File: config.mk
export PLATFORM = sky130hd
export DESIGN_NAME = mic_frame_sequencer_flat
export DESIGN_NICKNAME = d
export VERILOG_FILES = /design/src/rtl/mic_frame_sequencer_if.sv /design/src/rtl/mic_frame_sequencer.sv /design/src/flat_wrapper.sv
export SDC_FILE = /design/constraint.sdc
export NUM_CORES = 1
export LEC_CHECK = 0
export ABC_AREA = 0
export BUFFER_PORTS_ARGS = -buffer_cell sky130_fd_sc_hd__buf_2
export CAP_MARGIN = 10
export CORE_MARGIN = 4
export CORE_UTILIZATION = 30
export DETAILED_ROUTE_END_ITERATION = 10
export GPL_TIMING_DRIVEN = 0
export SETUP_SLACK_MARGIN = 0.5
export SLEW_MARGIN = 20
export SYNTH_ARGS = -nofsm -noshare
export SYNTH_HDL_FRONTEND = slang
export SYNTH_SLANG_ARGS = --single-unit
File: constraint.sdc
create_clock -name clk -period 3.4 [get_ports clk]
set_input_delay 0.68 -clock clk [delete_from_list [all_inputs] [get_ports clk]]
set_output_delay 0.68 -clock clk [all_outputs]
set_load 0.02 [all_outputs]
File: src/rtl/mic_frame_sequencer_if.sv
`default_nettype none
// ----------------------------------------------------------------------------
// mic_frame_sequencer_if : SPI-side strobes, FIFO read port and status bundle
// Revision: 1.0
// ----------------------------------------------------------------------------
interface mic_frame_sequencer_if #(
  parameter int NUM_MICS   = 9,
  parameter int DATA_WIDTH = 16
);
  logic                           ssel;
  logic                           data_needed;
  logic [NUM_MICS-1:0]            fifo_rdempty;
  logic [NUM_MICS*DATA_WIDTH-1:0] fifo_q;
  logic [NUM_MICS-1:0]            fifo_rdreq;
  logic                           fifo_rdclk_en;
  logic [DATA_WIDTH-1:0]          tx_data;
  logic                           tx_valid;
  logic [4:0]                     mic_idx;
  logic                           busy;
  logic [15:0]                    frame_count;
  logic [15:0]                    underrun_count;
  logic                           overrun_err;

  // master: the sequencer; slave: the SPI slave / FIFO bank around it
  modport master (
    input  ssel, data_needed, fifo_rdempty, fifo_q,
    output fifo_rdreq, fifo_rdclk_en, tx_data, tx_valid, mic_idx, busy,
           frame_count, underrun_count, overrun_err
  );

  modport slave (
    output ssel, data_needed, fifo_rdempty, fifo_q,
    input  fifo_rdreq, fifo_rdclk_en, tx_data, tx_valid, mic_idx, busy,
           frame_count, underrun_count, overrun_err
  );
endinterface
`default_nettype wire

File: src/rtl/mic_frame_sequencer.sv
`default_nettype none
// ----------------------------------------------------------------------------
// mic_frame_sequencer : round-robin FIFO readout scheduler feeding the SPI slave
// Optional frame header word enabled by defining MIC_SEQ_HEADER_EN.
// Revision: 1.0
// ----------------------------------------------------------------------------
module mic_frame_sequencer #(
  parameter int                    NUM_MICS   = 9,
  parameter int                    DATA_WIDTH = 16,
  parameter logic [DATA_WIDTH-1:0] FILL_WORD  = DATA_WIDTH'(16'h0007)
) (
  input  logic                 clk,
  input  logic                 rst,
  mic_frame_sequencer_if.master bus
);

  localparam logic [4:0] LAST_IDX = 5'(NUM_MICS - 1);

  typedef enum logic [1:0] {
    IDLE    = 2'd0,
    ARMED   = 2'd1,
    READ    = 2'd2,
    CAPTURE = 2'd3
  } state_t;

  state_t r_state, w_next;

  logic r_ssel_meta, r_ssel_sync, r_ssel_prev;
  logic r_req_meta, r_req_sync, r_req_prev;
  logic w_sel_fall, w_sel_rise, w_req_rise;

  logic                  w_arm, w_read, w_commit, w_overrun, w_wrap, w_hdr_now;
  logic                  w_sel_empty;
  logic [DATA_WIDTH-1:0] w_sel_q, w_header;
  logic [NUM_MICS-1:0]   w_rdreq;

  logic                  r_was_empty, r_is_header;
  logic [DATA_WIDTH-1:0] r_tx_data;
  logic                  r_tx_valid, r_rdclk_en, r_overrun;
  logic [4:0]            r_mic_idx;
  logic [15:0]           r_frame_count, r_underrun;

  always_ff @(posedge clk) begin
    if (rst) begin
      {r_ssel_meta, r_ssel_sync, r_ssel_prev} <= 3'b111;
      {r_req_meta, r_req_sync, r_req_prev}    <= 3'b000;
    end else begin
      r_ssel_meta <= bus.ssel;
      r_ssel_sync <= r_ssel_meta;
      r_ssel_prev <= r_ssel_sync;
      r_req_meta  <= bus.data_needed;
      r_req_sync  <= r_req_meta;
      r_req_prev  <= r_req_sync;
    end
  end

  assign w_sel_fall = r_ssel_prev & ~r_ssel_sync;
  assign w_sel_rise = ~r_ssel_prev & r_ssel_sync;
  assign w_req_rise = r_req_sync & ~r_req_prev;

  always_ff @(posedge clk) begin
    if (rst) r_state <= IDLE;
    else     r_state <= w_next;
  end

  // sel_rise aborts every active state and outranks a same-cycle request
  always_comb begin
    w_next    = r_state;
    w_arm     = 1'b0;
    w_read    = 1'b0;
    w_commit  = 1'b0;
    w_overrun = 1'b0;
    case (r_state)
      IDLE: begin
        if (w_sel_fall) begin
          w_next = ARMED;
          w_arm  = 1'b1;
        end
      end
      ARMED: begin
        if (w_sel_rise)      w_next = IDLE;
        else if (w_req_rise) w_next = READ;
      end
      READ: begin
        if (w_sel_rise) begin
          w_next = IDLE;
        end else begin
          w_next    = CAPTURE;
          w_read    = 1'b1;
          w_overrun = w_req_rise;
        end
      end
      CAPTURE: begin
        w_next = w_sel_rise ? IDLE : ARMED;
        if (!w_sel_rise) begin
          w_commit  = 1'b1;
          w_overrun = w_req_rise;
        end
      end
      default: w_next = IDLE;
    endcase
  end

  always_comb begin
    w_sel_empty = 1'b1;
    w_sel_q     = '0;
    w_rdreq     = '0;
    for (int i = 0; i < NUM_MICS; i++) begin
      if (r_mic_idx == 5'(i)) begin
        w_sel_empty = bus.fifo_rdempty[i];
        w_sel_q     = bus.fifo_q[i*DATA_WIDTH +: DATA_WIDTH];
      end
      w_rdreq[i] = w_read & ~w_hdr_now & ~rst & ~bus.fifo_rdempty[i] &
                   (r_mic_idx == 5'(i));
    end
  end

  assign w_header = DATA_WIDTH'({8'hA5, r_frame_count[7:0]});
  assign w_wrap   = w_commit & ~r_is_header & (r_mic_idx == LAST_IDX);

`ifdef MIC_SEQ_HEADER_EN
  logic r_hdr_pending;

  always_ff @(posedge clk) begin
    if (rst)                         r_hdr_pending <= 1'b1;
    else if (w_arm || w_wrap)        r_hdr_pending <= 1'b1;
    else if (w_commit && r_is_header) r_hdr_pending <= 1'b0;
  end

  assign w_hdr_now = r_hdr_pending;
`else
  assign w_hdr_now = 1'b0;
`endif

  always_ff @(posedge clk) begin
    if (rst) begin
      r_was_empty   <= 1'b0;
      r_is_header   <= 1'b0;
      r_tx_data     <= FILL_WORD;
      r_tx_valid    <= 1'b0;
      r_rdclk_en    <= 1'b0;
      r_overrun     <= 1'b0;
      r_mic_idx     <= '0;
      r_frame_count <= '0;
      r_underrun    <= '0;
    end else begin
      r_tx_valid <= 1'b0;
      r_rdclk_en <= 1'b0;
      if (w_arm) begin
        r_mic_idx <= '0;
        r_overrun <= 1'b0;
      end else if (w_overrun) begin
        r_overrun <= 1'b1;
      end
      if (w_read) begin
        r_was_empty <= w_sel_empty;
        r_is_header <= w_hdr_now;
      end
      if (w_commit) begin
        r_tx_valid <= 1'b1;
        if (r_is_header) begin
          r_tx_data <= w_header;
        end else begin
          r_tx_data <= r_was_empty ? FILL_WORD : w_sel_q;
          if (r_was_empty && (r_underrun != 16'hFFFF))
            r_underrun <= r_underrun + 16'd1;
          if (w_wrap) begin
            r_mic_idx     <= '0;
            r_rdclk_en    <= 1'b1;
            r_frame_count <= r_frame_count + 16'd1;
          end else begin
            r_mic_idx <= r_mic_idx + 5'd1;
          end
        end
      end
    end
  end

  assign bus.fifo_rdreq     = w_rdreq;
  assign bus.fifo_rdclk_en  = r_rdclk_en;
  assign bus.tx_data        = r_tx_data;
  assign bus.tx_valid       = r_tx_valid;
  assign bus.mic_idx        = r_mic_idx;
  assign bus.busy           = (r_state == READ) || (r_state == CAPTURE);
  assign bus.frame_count    = r_frame_count;
  assign bus.underrun_count = r_underrun;
  assign bus.overrun_err    = r_overrun;

endmodule
`default_nettype wire

File: src/flat_wrapper.sv
// flat-port wrapper written by rule: the top's interface ports become plain ports
module mic_frame_sequencer_flat 
#(
  parameter int                    NUM_MICS   = 9,
  parameter int                    DATA_WIDTH = 16,
  parameter logic [DATA_WIDTH-1:0] FILL_WORD  = DATA_WIDTH'(16'h0007)
)
  (clk, rst, bus_ssel, bus_data_needed, bus_fifo_rdempty, bus_fifo_q, bus_fifo_rdreq, bus_fifo_rdclk_en, bus_tx_data, bus_tx_valid, bus_mic_idx, bus_busy, bus_frame_count, bus_underrun_count, bus_overrun_err);
  mic_frame_sequencer_if #(.NUM_MICS(NUM_MICS), .DATA_WIDTH(DATA_WIDTH)) bus_i ();
  input  logic clk;
  input  logic rst;
  input wire logic [$bits(bus_i.ssel)-1:0] bus_ssel;
  input wire logic [$bits(bus_i.data_needed)-1:0] bus_data_needed;
  input wire logic [$bits(bus_i.fifo_rdempty)-1:0] bus_fifo_rdempty;
  input wire logic [$bits(bus_i.fifo_q)-1:0] bus_fifo_q;
  output wire logic [$bits(bus_i.fifo_rdreq)-1:0] bus_fifo_rdreq;
  output wire logic [$bits(bus_i.fifo_rdclk_en)-1:0] bus_fifo_rdclk_en;
  output wire logic [$bits(bus_i.tx_data)-1:0] bus_tx_data;
  output wire logic [$bits(bus_i.tx_valid)-1:0] bus_tx_valid;
  output wire logic [$bits(bus_i.mic_idx)-1:0] bus_mic_idx;
  output wire logic [$bits(bus_i.busy)-1:0] bus_busy;
  output wire logic [$bits(bus_i.frame_count)-1:0] bus_frame_count;
  output wire logic [$bits(bus_i.underrun_count)-1:0] bus_underrun_count;
  output wire logic [$bits(bus_i.overrun_err)-1:0] bus_overrun_err;
  assign bus_i.ssel = bus_ssel;
  assign bus_i.data_needed = bus_data_needed;
  assign bus_i.fifo_rdempty = bus_fifo_rdempty;
  assign bus_i.fifo_q = bus_fifo_q;
  assign bus_fifo_rdreq = bus_i.fifo_rdreq;
  assign bus_fifo_rdclk_en = bus_i.fifo_rdclk_en;
  assign bus_tx_data = bus_i.tx_data;
  assign bus_tx_valid = bus_i.tx_valid;
  assign bus_mic_idx = bus_i.mic_idx;
  assign bus_busy = bus_i.busy;
  assign bus_frame_count = bus_i.frame_count;
  assign bus_underrun_count = bus_i.underrun_count;
  assign bus_overrun_err = bus_i.overrun_err;
  mic_frame_sequencer #(.NUM_MICS(NUM_MICS), .DATA_WIDTH(DATA_WIDTH), .FILL_WORD(FILL_WORD)) u_core (.clk(clk), .rst(rst), .bus(bus_i));
endmodule
# Yosys cells after proc, flatten, opt, wreduce, memory -nomap -nowiden
# Cells that the tools add are included.
op_classes:
  n_bitwise: 37
  n_mux: 37
  eq_ne: 14
  n_reduce_logical: 11
  n_addsub: 3
op_table:
  columns: ["operator", "n"]
  rows:
  - ["16-bit two-way mux", 10]
  - ["16-bit by 1-bit adder with 16-bit output (second input constant)", 2]
  - ["1-bit bitwise AND", 23]
  - ["5-bit by 3-bit == test with 1-bit output (second input constant)", 4]
  - ["1-bit two-way mux", 19]
  - ["16-bit != test (second input constant)", 1]
  - ["5-bit two-way mux", 3]
  - ["1-bit NOT", 14]
  - ["5-bit by 2-bit == test with 1-bit output (second input constant)", 2]
  - ["2-bit two-way mux", 4]
  - ["2-bit one-hot mux with 4 select lines", 1]
  - ["2-bit AND reduction", 3]
  - ["2-bit OR reduction", 3]
  - ["5-bit by 1-bit adder with 5-bit output (second input constant)", 1]
  - ["5-bit by 1-bit == test with 1-bit output (second input constant)", 1]
  - ["5-bit by 4-bit == test with 1-bit output (second input constant)", 1]
  - ["5-bit logical NOT", 1]
  - ["2-bit == test (second input constant)", 2]
  - ["3-bit by 1-bit != test with 1-bit output (second input constant)", 1]
  - ["2-bit by 1-bit == test with 1-bit output (second input constant)", 1]
  - ["2-bit logical NOT", 1]
  - ["2-bit by 1-bit != test with 1-bit output (second input constant)", 1]
  - ["2-bit nonzero test", 1]
  - ["1-bit logical AND", 1]
  - ["1-bit logical OR", 1]
word_totals:
  output_inout_bits: 66
  in_bits: 157
  elab_cells: 117
  ff_bits: 65

# Depth between registers and ports, before layout
logic_depth:
  depth_word: 11
  ltp_mapped: 9
  ltp_nobuf: 7

# Worst setup path before layout
# No wires, ideal clock.
synth_path:
  path_kind: "reg2out"
  start: "register u_core.r_mic_idx[0], in the netlist u_core.bus.mic_idx[0]"
  end: "output bus_fifo_rdreq[1]"
  t_required_ns: 2.720
  path_slack_ns: 0.794
  t_arrival_ns: 1.926
  path_buffers: 1
  path_stages_with_launch: 5
  path_cell_list: "dfxtp_1 > ha_1 > nor4b_4 > buf_4 > nor3b_1"
synth_via:
  elab_chain_cells: 2
synth_lines:
  columns: ["element", "line", "source"]
  rows:
  - ["from (decl)", "mic_frame_sequencer.sv:40", "logic [4:0] r_mic_idx;"]
  - ["from (signal assigned)", "mic_frame_sequencer.sv:172", "r_mic_idx <= r_mic_idx + 5'd1;"]
  - ["5-bit by 1-bit == test with 1-bit output", "mic_frame_sequencer.sv:114", "(r_mic_idx == 5'(i));"]
  - ["1-bit bitwise AND", "mic_frame_sequencer.sv:113", "w_rdreq[i] = w_read & ~w_hdr_now & ~rst & ~bus.fifo_rdempty[i] &"]
  - ["to (decl)", "flat_wrapper.sv:16", "output wire logic [$bits(bus_i.fifo_rdreq)-1:0] bus_fifo_rdreq;"]
# Every way passes these cells.

# Worst setup path in the final report
layout_path:
  start: "register u_core.r_mic_idx[0], in the netlist u_core.bus.mic_idx[0]"
  end: "output bus_fifo_rdreq[8]"
layout_via:
  elab_chain_cells: 2
layout_lines:
  columns: ["element", "line"]
  rows:
  - ["5-bit by 4-bit == test with 1-bit output", "mic_frame_sequencer.sv:114"]
  - ["1-bit bitwise AND", "mic_frame_sequencer.sv:113"]
# Every way passes these cells.

==> results.py <==
metrics = {
    "floorplan": {
        "die_area_sq_um": 17220,
        "row_count": 44,
        "fp.dieH_um": 131.2,
        "initial_core_util": 0.3099,
        "core_area_sq_um": 14700,
        "die_x_um": 131.2,
        "pin_count": 223,
    },
    "detailed_routing": {
        "drc_errors": 0,
        "num_vias": 5457,
        "first_pass_iters": 5,
        "drtIter0Drc": 291,
        "vias_per_cell": 5.361,
        "wirelength_um": 20010,
        "ant_nets": 0,
        "wl_per_cell_um": 19.65,
    },
    "power_and_ir_drop": {
        "cellLeakagePower_nw": 2.739,
        "peakVddDrop_v": 0.0002918,
        "p_total_mw": 1.829,
        "power.density_nw_per_um2": 294.0,
    },
    "clock_tree": {
        "cts_buffer_depth": 2,
        "clk_pin_slew_ns": 0.05,
        "h-tree-depth": 3,
        "clock-sinks": 65,
        "cts_root_buffer": "clkbuf_16",
        "clk_latency_ns": 0.33,
        "numCtsBuffers": 9,
        "cts_tree": "done",
    },
    "setup_path": {
        "crit_buf_inv": 5,
        "worst_ep_required_time_ns": 2.72,
        "crit_family": "buffers and inverters",
        "path_cells": "inv_1, ha_1, buf_4, nand4bb_1, clkbuf_2, clkbuf_4, nor3_1, buf_2",
        "end_kind": "output port",
        "cp_max_fo": 10,
        "path_class": "register to output port",
        "crit_path_start_kind": "register",
        "cp.arrival_ns": 2.13,
        "worst_path_max_delay_cell": "dfxtp_1",
        "slowest_delay_ns": 0.46,
    },
    "timing": {
        "setup_slack_ns": 0.5897,
        "maxSlewViolCount": 0,
        "maxSlewHeadroom": 0.4895,
        "setup_viol": 0,
        "rsz0062_at_grt": "yes",
        "fin_crit_sh": 0.8266,
        "tightest_slew_ns": 0.7594,
        "hold_violations": 0,
        "finClkSkew_ns": 0.005101,
        "period_minus_slack_ns": 2.810,
        "timing.fmax_mhz": 355.8,
        "tns_ns": 0,
    },
    "global_route": {
        "overflow": 0,
        "first_global_vias": 5560,
        "grt_antenna_before_repair": 4,
        "grt_pass1_wl_um": 30400,
        "grt_usage": 0.2226,
        "grt_max_degree": 12,
    },
    "final_layout": {
        "final_common_cell": "buf_2",
        "mostFrequentLayoutCells": "buf_2 (229), nor2_1 (68), dfxtp_1 (65), a21oi_1 (48), nand2_1 (41)",
        "n_fill_cell": 1550,
        "area_growth_syn_to_layout_pct": 36.61,
        "drive_gt1_frac": 0.3453,
        "seq_area_sq_um": 1301,
        "num_antenna_cells": 0,
        "multi_input_comb_area_sq_um": 3018,
        "nets": 992,
    },
    "synthesis": {
        "synth_warnings": 0,
        "synth_cell_types": 71,
        "syn-cell-area_sq_um": 4556,
        "synthCells": 595,
        "yosysSeqAreaShare": 0.2856,
        "syn_area_per_cell_sq_um": 7.657,
        "synth_edf_count": 0,
        "synth_ff_type": "dfxtp_1",
        "syn_nets": 758,
        "ys_seq_elements": 65,
        "synth-async-reset-ratio": 0,
    },
    "placement": {
        "io_buffers": 222,
        "dp_hpwl_um": 16260,
        "post-place-ws_ns": 0.5243,
        "gp_congestion": 0.9150,
    },
    "outcome": {
        "run_status": "completed",
    },
    "worst_hold_path": {
        "hold_path.class": "register to register",
    },
    "flow_run": {
        "max_cap_viol_count": 0,
    },
}
-- worst paths after layout --
| check | cells after the start | from | end | slack [ns] |
|---|---|---|---|---|
| worst max-delay path | 8 | u_core.bus.mic_idx[0]$_SDFFE_PP0P_ | bus_fifo_rdreq[8] | 0.59 |
| worst min-delay path | 1 | u_core.r_ssel_meta$_SDFF_PP1_ | u_core.r_ssel_sync$_SDFF_PP1_ | 0.41 |
| worst max register to register | 8 | u_core.bus.mic_idx[0]$_SDFFE_PP0P_ | u_core.bus.tx_data[11]$_SDFFE_PP0P_ | 0.89 |
| worst min register to register | 1 | u_core.r_ssel_meta$_SDFF_PP1_ | u_core.r_ssel_sync$_SDFF_PP1_ | 0.41 |
-- timing repair --
item / CTS / global route
endpoints found under the hold margin: 0 / 0
endpoints found under the setup margin: 5 / 5
pin swaps: 1 / 0
resized for setup: 2 / 13
hold buffers: 0 / 0
buffers inserted: 1 / 0
-- cell families (layout without fill, tap and decap cells) --
kind of cell | Yosys count | in the layout | share of synthesized area
flops | 65 | 65 | 0.2856
buf+inv | 62 | 301 | 0.05795
mux | 9 | 9 | 0.02142
compound gates | 192 | 192 | 0.2947
fa+ha+maj | 6 | 6 | 0.01648
xor+xnor | 19 | 19 | 0.03653
simple gates | 242 | 242 | 0.2873
-- cells in the mapped netlist, types with 5 or more instances --
library cell  count  area share
a211o_1           9       0.017
a211oi_1          5      0.0082
a21oi_1          48       0.053
a22oi_1           5      0.0082
a22oi_2           7       0.019
a32oi_1          10       0.019
and2_1            9       0.012
and3_1            8       0.011
buf_1             5      0.0041
buf_2             7      0.0077
clkbuf_1         24       0.020
dfxtp_1          65        0.29
ha_1              6       0.016
inv_1            21       0.017
nand2_1          42       0.035
nand2b_1          7      0.0096
nand3_1          20       0.022
nand4_1           8       0.011
nor2_1           68       0.056
nor2b_1          20       0.027
nor3_1           21       0.023
nor3b_1           5      0.0082
nor4_1            5      0.0069
o21ai_0          37       0.041
o221ai_1          8       0.015
o22ai_1          15       0.021
o2bb2ai_1        11       0.021
or3_1             5      0.0069
xnor2_1          11       0.021
xor2_1            8       0.015
-- registers in the layout, summed over array words and instances, names as in the netlist, 2 cells and up --
name	cells
u_core.bus.mic_idx	5
u_core.bus.underrun_count	16
u_core.r_state	2
u_core.bus.tx_data	16
u_core.bus.frame_count	16
-- power by group --
part,internal [mW],switching (mW)
sequential,0.766,0.00237
combinational,0.0914,0.0869
clock,0.536,0.347
total,1.39,0.436
-- layer usage --
layer | part of all wire | up-vias | GRT usage
met5 | 0.0021 | - | 0
met3 | 0.087 | 48 | 0.07798
met1 | 0.39 | 2476 | 0.2440
met4 | 0.037 | 8 | 0.09510
met2 | 0.49 | 249 | 0.3914
li1 | - | 2676 | -
-- layout make-up --
| type | count | share of cell area |
|---|---|---|
| Sequential cell | 65 | 0.2091 |
| Inverter | 22 | 0.01327 |
| Clock inverter | 3 | 0.003820 |
| Multi-Input combinational cell | 468 | 0.4849 |
| Timing Repair Buffer | 223 | 0.1797 |
| Buffer | 40 | 0.03036 |
| Tap cell | 184 | 0.03699 |
| Clock buffer | 13 | 0.04182 |
-- through the flow --
stage                 util  instances  hold WS (ns)  area, sq um
finish              0.4234       1018        0.4076         6223
global route        0.4234       1018        0.4201         6223
CTS                 0.4215       1018        0.4059         6196
detailed placement  0.4012       1001        0.3923         5897
global placement    0.4012       1001        0.3932         5897
floorplan                -        595        0.3895         4556
No activity file was read; power rests on OpenSTA's default activity.
